==> src/rtl/memory_arbiter.sv <==
// Fetch/data arbiter in front of the single-port memory controller.
// Data wins ties unless fetch has been starved STARVE_LIMIT cycles.
module memory_arbiter #(
  parameter int ADDR_WIDTH   = 32,
  parameter int STARVE_LIMIT = 4
) (
  input  logic                  clk,
  input  logic                  reset,
  input  logic                  f_req,
  input  logic [ADDR_WIDTH-1:0] f_addr,
  output logic                  f_gnt,
  output logic [31:0]           f_rdata,
  output logic                  f_valid,
  output logic                  f_abort,
  input  logic                  d_req,
  input  logic                  d_write,
  input  logic [ADDR_WIDTH-1:0] d_addr,
  input  logic [31:0]           d_wdata,
  output logic                  d_gnt,
  output logic [31:0]           d_rdata,
  output logic                  d_valid,
  output logic                  d_abort,
  output logic [ADDR_WIDTH-1:0] m_addr,
  output logic [31:0]           m_wdata,
  output logic                  m_write,
  output logic [1:0]            m_trans,
  input  logic [31:0]           m_rdata,
  input  logic                  m_abort
);

  localparam int SW = $clog2(STARVE_LIMIT + 1);
  localparam logic [SW-1:0] LIM = SW'(STARVE_LIMIT);
  localparam logic [ADDR_WIDTH-1:0] ONE =
    {{(ADDR_WIDTH-1){1'b0}}, 1'b1};

  typedef enum logic [1:0] {
    IDLE, FETCH_RD, DATA_RD, DATA_WR
  } state_t;

  typedef enum logic [1:0] {
    OWN_NONE, OWN_F, OWN_D
  } own_t;

  state_t                r_state;
  own_t                  r_prev_own;
  logic [ADDR_WIDTH-1:0] r_prev_addr;
  logic [SW-1:0]         r_starve;
  logic [ADDR_WIDTH-1:0] r_m_addr;
  logic [31:0]           r_m_wdata;
  logic                  r_m_write;
  logic [1:0]            r_m_trans;
  logic                  r_f_valid;
  logic                  r_d_valid;

  logic                  w_starved;
  logic                  w_acc;
  logic                  w_store;
  logic                  w_seq;
  own_t                  w_own;
  logic [ADDR_WIDTH-1:0] w_addr;
  logic [ADDR_WIDTH-1:0] w_next;

  assign w_starved = (r_starve == LIM);

  assign f_gnt = !reset && f_req && (!d_req || w_starved);
  assign d_gnt = !reset && d_req && !(f_req && w_starved);

  assign w_acc   = f_gnt || d_gnt;
  assign w_store = d_gnt && d_write;
  assign w_addr  = d_gnt ? d_addr : f_addr;
  assign w_own   = d_gnt ? OWN_D : OWN_F;
  assign w_next  = r_prev_addr + ONE;
  assign w_seq   = (r_prev_own == w_own) &&
                   (w_addr == w_next);

  always_ff @(posedge clk) begin
    if (reset) begin
      r_starve <= '0;
    end else if (!f_req || f_gnt) begin
      r_starve <= '0;
    end else if (!w_starved) begin
      r_starve <= r_starve + SW'(1);
    end
  end

  // r_state names the slot on the bus this cycle;
  // its read data returns one edge later.
  always_ff @(posedge clk) begin
    if (reset) begin
      r_state     <= IDLE;
      r_prev_own  <= OWN_NONE;
      r_prev_addr <= '0;
      r_m_addr    <= '0;
      r_m_wdata   <= '0;
      r_m_write   <= 1'b0;
      r_m_trans   <= 2'b00;
      r_f_valid   <= 1'b0;
      r_d_valid   <= 1'b0;
    end else begin
      r_f_valid <= (r_state == FETCH_RD);
      r_d_valid <= (r_state == DATA_RD);
      if (w_acc) begin
        r_m_addr    <= w_addr;
        r_m_write   <= w_store;
        r_m_trans   <= w_seq ? 2'b11 : 2'b10;
        r_prev_own  <= w_own;
        r_prev_addr <= w_addr;
        if (w_store) begin
          r_m_wdata <= d_wdata;
        end
        unique case (1'b1)
          f_gnt:   r_state <= FETCH_RD;
          w_store: r_state <= DATA_WR;
          default: r_state <= DATA_RD;
        endcase
      end else begin
        r_m_write <= 1'b0;
        r_m_trans <= 2'b00;
        r_state   <= IDLE;
      end
    end
  end

  assign m_addr  = r_m_addr;
  assign m_wdata = r_m_wdata;
  assign m_write = r_m_write;
  assign m_trans = r_m_trans;

  assign f_valid = r_f_valid;
  assign d_valid = r_d_valid;
  assign f_rdata = r_f_valid ? m_rdata : 32'h0;
  assign d_rdata = r_d_valid ? m_rdata : 32'h0;
  assign f_abort = r_f_valid && m_abort;
  assign d_abort = r_d_valid && m_abort;

endmodule

==> config.mk <==
export PLATFORM = sky130hd
export DESIGN_NAME = memory_arbiter
export DESIGN_NICKNAME = d
export VERILOG_FILES = /design/src/rtl/memory_arbiter.sv
export SDC_FILE = /design/constraint.sdc
export NUM_CORES = 1
export LEC_CHECK = 0
export BUFFER_PORTS_ARGS = -buffer_cell sky130_fd_sc_hd__buf_4
export CORE_ASPECT_RATIO = 0.6
export CORE_UTILIZATION = 49
export CTS_BUF_LIST = sky130_fd_sc_hd__clkbuf_2 sky130_fd_sc_hd__clkbuf_4 sky130_fd_sc_hd__clkbuf_8
export DETAILED_ROUTE_END_ITERATION = 10
export PLACE_DENSITY = 0.95
export SLEW_MARGIN = 0
export SYNTH_ARGS = -nofsm -noshare
export SYNTH_HDL_FRONTEND = slang
export SYNTH_SLANG_ARGS = --single-unit
export TNS_END_PERCENT = 10
==> constraint.sdc <==
create_clock -name clk -period 5 [get_ports clk]
set_clock_uncertainty 0.1 [all_clocks]
set_input_delay 0.75 -clock clk [delete_from_list [all_inputs] [get_ports clk]]
set_output_delay 0.75 -clock clk [all_outputs]
set_load 0.05 [all_outputs]
==> metrics, run 1 <==
outcome finished clean; boundary pin count roughly 270; Synth-to-Final Area Change 46.71%; total CTS buffers 9; Flop pwr share 0.416; R2R depth 11; layout cells sized above 1 0.3810; number of global-route vias before repair 4,938; Initial Utilization 0.5099; Setup TNS 0 ns; post-synthesis register bit count 76; Worst-Margin Slew 0.9130 ns; worst flop-to-flop path startpoint r_starve[0]$_SDFFE_PP0P_; switching power 0.0006012 W; IO Port Bufs 270; combinational power share 0.318; Main synth FF type dfxtp_1; period utilization 0.7713; Setup CP Type in -> reg; post-synth cell types 72; crit end category flop; DIE WIDTH about 130 um; Synth area leaders dfxtp_1 32%, and2_1 9.0%, nand2_1 6.4%, mux2i_1 5.7%, a21oi_1 4.1%; vias after detailed routing 5,359; pwr dens 239.5 mW/mm2; number of antenna violations at the first check in global routing 0; Hold Path Depth 1; Final min period 3.856 ns; vias per inst approximately 5.6; drt total wl 17,010 um; yosys warns 0; Resized Gates After CTS 0; RSZ-0062 raised after global routing false; drt first pass iters 5; achievable frequency 259.3 MHz; ys async rst share 0; GRT Total Usage 0.3284; WP data required 5.17 ns; CTS tree yes; EDFF count, synth 0; CP cell instances buf_4, nor2b_1, nand2_2, inv_2, mux2i_1, xor3_1, nor3_1, o221ai_1, or4_1, nor4_2; Reg clk slew, reported paths 0.08 ns; Switching Share 0.3626; wire length per cell around 18 um; reg2reg end m_trans[0]$_SDFF_PP0_; Post-Syn Instances 580; post-placement cell area 0.006739 mm2; Core Area around 0.0093 mm2; Post-Syn Nets 717; GPL Wtd Cong 0.9120; CP startpoint reset; worst hold slack 0.3274 ns; Leak 3.157 nW; Post-DP HPWL 13,290 um; commonest non-fill, non-tap cell in the layout buf_4; Mapped Area between 0.004 and 0.005 mm2; clock sink total 76; CP max stage cell inv_2; drt drc 0; setup slack, reg-to-reg 1.33 ns; Clock power frac 0.266; most frequent cells in the layout 273 x buf_4, 81 x nand2_1, 76 x dfxtp_1, 68 x and2_1, 47 x nor2_1; Worst-Skew Late Latency ~0.35 ns; Final Hold Vio Count 0; total grt overflow 0; CP peak stage delay around 0.6 ns; max capacitance violation total 0; Worst Path Arrival 4.03 ns; P_int 0.001057 W; die area 0.01004 mm2; Worst setup SP type input port; Setup crit end m_trans[0]$_SDFF_PP0_; Die Y 78.02 um; postcts setup bufs 0; VDD IR-drop max 169.8 uV; clock root buffer clkbuf_8; Crit Path Max Fanout 72; sequential area share after synthesis 0.3224; Max Slew Vio Count 0; area leader, netlist dfxtp_1; cts hold-fix bufs 0; n_diodes 0; Starting DRT DRC Count 416; synthesized area per cell between 8 and 9 um2; antenna viol nets, final 0; final setup fails 0; fin nets approximately 960; HP Class reg -> reg; # rows 27; Worst slew margin 0.3876; CTS H-tree depth 3; largest net degree at the start of global routing 73; post-layout instance area 0.006924 mm2; first-pass GRT wire length approximately 25,000 um; top-area cell type share of the netlist area 0.3224; Clock Path Buffers 2
cells in the mapped netlist, drive strengths merged (5+ instances only):
| cell type | n |
|---|---|
| nor3 | 7 |
| nand2 | 82 |
| and3 | 10 |
| a311oi | 5 |
| buf | 10 |
| and4 | 6 |
| a211oi | 26 |
| clkbuf | 26 |
| o21ai | 12 |
| nor3b | 7 |
| nand3 | 21 |
| xor2 | 11 |
| a21oi | 39 |
| mux2i | 28 |
| or4 | 5 |
| xnor2 | 14 |
| nand4 | 11 |
| and2 | 70 |
| a21boi | 6 |
| inv | 8 |
| nor2 | 48 |
| dfxtp | 76 |
worst min path at each step:
stage | from | to | slack (ns)
finish | r_state[0]$_SDFF_PP0_ | d_valid$_SDFF_PP0_ | 0.33
global route | r_state[1]$_SDFF_PP0_ | f_valid$_SDFF_PP0_ | 0.37
CTS | r_state[0]$_SDFF_PP0_ | d_valid$_SDFF_PP0_ | 0.33
detailed placement | r_state[0]$_SDFF_PP0_ | d_valid$_SDFF_PP0_ | 0.31
global placement | r_state[0]$_SDFF_PP0_ | d_valid$_SDFF_PP0_ | 0.29
floorplan | r_state[0]$_SDFF_PP0_ | d_valid$_SDFF_PP0_ | 0.29
critical path: cells and delay by family:
kind                      cells  cell delay (ns)
muxes                         1             0.47
xor gates and xnor gates      1             0.38
and+or+nand+nor               5             1.30
buffers and inverters         2             0.90
AOI/OAI and AO/OA             1             0.18
metal layers:
metal	vias up	part of all wire	track usage
met3	50	0.094	0.08793
met1	2489	0.42	0.4170
met5	-	0	0
met4	0	0.023	0.1047
met2	297	0.46	0.5427
li1	2523	-	-
registers in the layout (all words and copies together), names as in the netlist:
| signal | cells |
|---|---|
| r_prev_own | 2 |
| m_addr | 32 |
| d_valid | 1 |
| m_wdata | 32 |
| f_valid | 1 |
| r_starve | 3 |
| m_write | 1 |
| m_trans | 2 |
| r_state | 2 |
final cells by class:
type | count | area, um2
clock buffers | 11 | 151.4
inverters | 9 | 33.78
flip-flops and latches | 76 | 1521
multi-input cells | 458 | 2972
clock inverters | 5 | 33.78
fillers | 705 | 2332
repair buffers | 273 | 2049
well taps | 130 | 162.7
power by group through the flow:
stage	registers, W	clock network, W	logic (W)
detailed placement	0.000702	0	0.000520
floorplan	0.000785	0	0.000237
finish	0.000690	0.000441	0.000526
CTS	0.000688	0.000452	0.000522
global route	0.000695	0.000476	0.000551
global placement	0.000699	0	0.000507
through the flow:
stage / std cells / setup slack, ns / total power, W / utilization
2_1_floorplan: 580 / 1.787 / 0.001022 / -
3_3_place_gp: 946 / 0.9555 / 0.001206 / 0.7280
3_5_place_dp: 946 / 0.7923 / 0.001222 / 0.7280
4_1_cts: 962 / 1.179 / 0.001662 / 0.7480
5_1_grt: 962 / 0.9590 / 0.001722 / 0.7480
6_report: 962 / 1.144 / 0.001658 / 0.7480
cell families (layout without fill, tap and decap cells):
kind of cell,count (synthesis),in the layout,share of synthesized area
AND/OR/NAND/NOR,282,282,0.3266
AO/OA/AOI/OAI,111,111,0.1540
flip-flops,76,76,0.3224
buffers and inverters,46,298,0.04904
multiplexers,31,31,0.06734
XOR/XNOR,30,30,0.07052
adder cells (fa/ha/maj),4,4,0.01008
(Power assumes the default switching activity.)
==> run 2: changes to the inputs <==
--- a/config.mk
+++ b/config.mk
@@ -5,12 +5,13 @@
 export SDC_FILE = /design/constraint.sdc
 export NUM_CORES = 1
 export LEC_CHECK = 0
+export ABC_AREA = 1
 export BUFFER_PORTS_ARGS = -buffer_cell sky130_fd_sc_hd__buf_4
 export CORE_ASPECT_RATIO = 0.6
-export CORE_UTILIZATION = 49
+export CORE_UTILIZATION = 48
 export CTS_BUF_LIST = sky130_fd_sc_hd__clkbuf_2 sky130_fd_sc_hd__clkbuf_4 sky130_fd_sc_hd__clkbuf_8
 export DETAILED_ROUTE_END_ITERATION = 10
-export PLACE_DENSITY = 0.95
+export PLACE_DENSITY = 0.93
 export SLEW_MARGIN = 0
 export SYNTH_ARGS = -nofsm -noshare
 export SYNTH_HDL_FRONTEND = slang
==> constraint.sdc (replaced) <==
create_clock -name clk -period 3.9 [get_ports clk]
set_clock_uncertainty 0.1 [all_clocks]
set_input_delay 0.585 -clock clk [delete_from_list [all_inputs] [get_ports clk]]
set_output_delay 0.585 -clock clk [all_outputs]
set_load 0.05 [all_outputs]
==> metrics, run 2 <==
cts hold-fix bufs 0; clock root buffer clkbuf_8; Post-Syn Nets 1,133; Resized Gates After CTS 0; register area 0.001521 mm2; Mapped Area 0.005502 mm2; antenna viol nets, final 0; die area 0.01191 mm2; Reg clk slew, reported paths 0.09 ns; CTS tree yes; n_diodes 0; IO Port Bufs 270; pwr dens just under 300 mW/mm2; area of the multi-input gates around 0.0031 mm2; outcome finished clean; layout cells sized above 1 0.2550; wire length per cell 13.62 um; Initial Utilization 0.5071; most frequent cells in the layout 405 x nand2_1, 274 x buf_4, 178 x inv_1, 76 x dfxtp_1, 67 x nor2_1; synthesized area per cell 5.524 um2; Clock Path Buffers 2; Worst setup SP type flop; largest net degree at the start of global routing between 40 and 50; CP peak stage delay between 0.6 and 0.7 ns; VDD IR-drop max approximately 200 uV; Leak between 4 and 5 nW; CP cell instances inv_1, ha_1, nand3_2, nand2_2, inv_1, buf_4; fin nets around 1,400; drt total wl 18,940 um; vias after detailed routing 6,919; boundary pin count ~270; clock sink total 76; max capacitance violation total 0; cell with the most instances after synthesis nand2_1; commonest non-fill, non-tap cell in the layout nand2_1; drt first pass iters 5; RSZ-0062 raised after global routing false; achievable frequency 309.0 MHz; Worst slew margin 0.2525; post-synthesis register bit count 76; period utilization 0.8297; GRT Total Usage 0.3189; # rows 29; Die Y 84.93 um; ys async rst share 0; area leader, netlist dfxtp_1; Core Area 0.01085 mm2; post-placement cell count between 1,000 and 1,500; fill count 938; Crit Path Max Fanout 22; Worst Path Arrival 2.55 ns; GPL Wtd Cong 0.9834; final setup fails 0; CP max stage cell inv_1; CP most frequent cell inv_1; final cell count without fillers 1,390; WP data required 3.21 ns; DIE WIDTH 140.2 um; Post-DP HPWL approximately 15,000 um; yosys warns 0; Main synth FF type dfxtp_1; crit end category primary output; total grt overflow 0; EDFF count, synth 0; Max Slew Vio Count 0; Final Hold Vio Count 0; HP Class reg -> reg; post-synth cell types 30; Worst-Margin Slew 1.120 ns; number of antenna violations at the first check in global routing 0; Final min period 3.236 ns; Setup CP Type reg -> out; CTS H-tree depth 3; Post-Syn Instances 996; top-area cell type share of the netlist area 0.2766; total CTS buffers 9; Worst-Skew Late Latency ~0.37 ns; top cells by count, synth 405 x nand2_1, 178 x inv_1, 76 x dfxtp_1; vias per inst approximately 5; Setup TNS 0 ns; Synth-to-Final Area Change 41.53%; sequential area share after synthesis 0.2766; number of global-route vias before repair 6,304; drt drc 0; Starting DRT DRC Count slightly above 500; first-pass GRT wire length 30,210 um; Synth area leaders dfxtp_1 28%, nand2_1 28%, inv_1 12%, a21oi_1 5.8%, nand3_1 5.8%; postcts setup bufs 0
==> run 2: critical path, delay by kind of cell, from the launching register on <==
kind	cells	cell delay (ns)
simple gates	2	0.60
buf+inv	3	0.99
fa+ha+maj	1	0.21
flops	1	0.38
==> run 2: area by class of cell <==
type                            count  share of cell area
Clock buffer                        9             0.01591
Multi-Input combinational cell    701              0.4000
Clock inverter                      7             0.01141
Timing Repair Buffer              275              0.2668
Tap cell                          139             0.02234
Inverter                          183             0.08822
Sequential cell                    76              0.1954
==> run 2: logic make-up after synthesis <==
family	synth area share
buf+inv	0.1574
fa+ha+maj	0.006824
flops	0.2766
compound gates	0.1037
simple gates	0.4508
xor+xnor	0.004777
==> run 2: routing by layer <==
layer  part of all wire  track usage
met1               0.42       0.4068
met5                  0            0
met3               0.11      0.08634
met2               0.46       0.5305
met4              0.017      0.09091
==> run 2: final timing paths <==
path	start	endpoint	slack, ns	depth (start not counted)
max	r_starve[0]$_SDFFE_PP0P_	d_gnt	0.66	6
min	r_state[1]$_SDFF_PP0_	f_valid$_SDFF_PP0_	0.32	1
max reg2reg	r_starve[0]$_SDFFE_PP0P_	m_trans[0]$_SDFF_PP0_	1.01	13
min reg2reg	r_state[1]$_SDFF_PP0_	f_valid$_SDFF_PP0_	0.32	1
==> run 2: power by group <==
| part | internal (W) | switching [W] |
|---|---|---|
| clock | 0.000312 | 0.000358 |
| sequential | 0.000822 | 0.0000654 |
| combinational | 0.000269 | 0.000487 |
| total | 0.00140 | 0.000910 |
==> run 2: through the flow <==
stage,setup slack (ns),total power (W),instance area (um2),hold WS (ns),utilization
4_1_cts,0.6983,0.002314,7786,0.3234,0.7177
3_5_place_dp,0.8879,0.001649,7574,0.3099,0.6981
6_report,0.6641,0.002314,7786,0.3226,0.7177
3_3_place_gp,0.9624,0.001638,7574,0.2902,0.6981
5_1_grt,0.5221,0.002417,7786,0.3221,0.7177
2_1_floorplan,1.564,0.001366,5502,0.2818,-
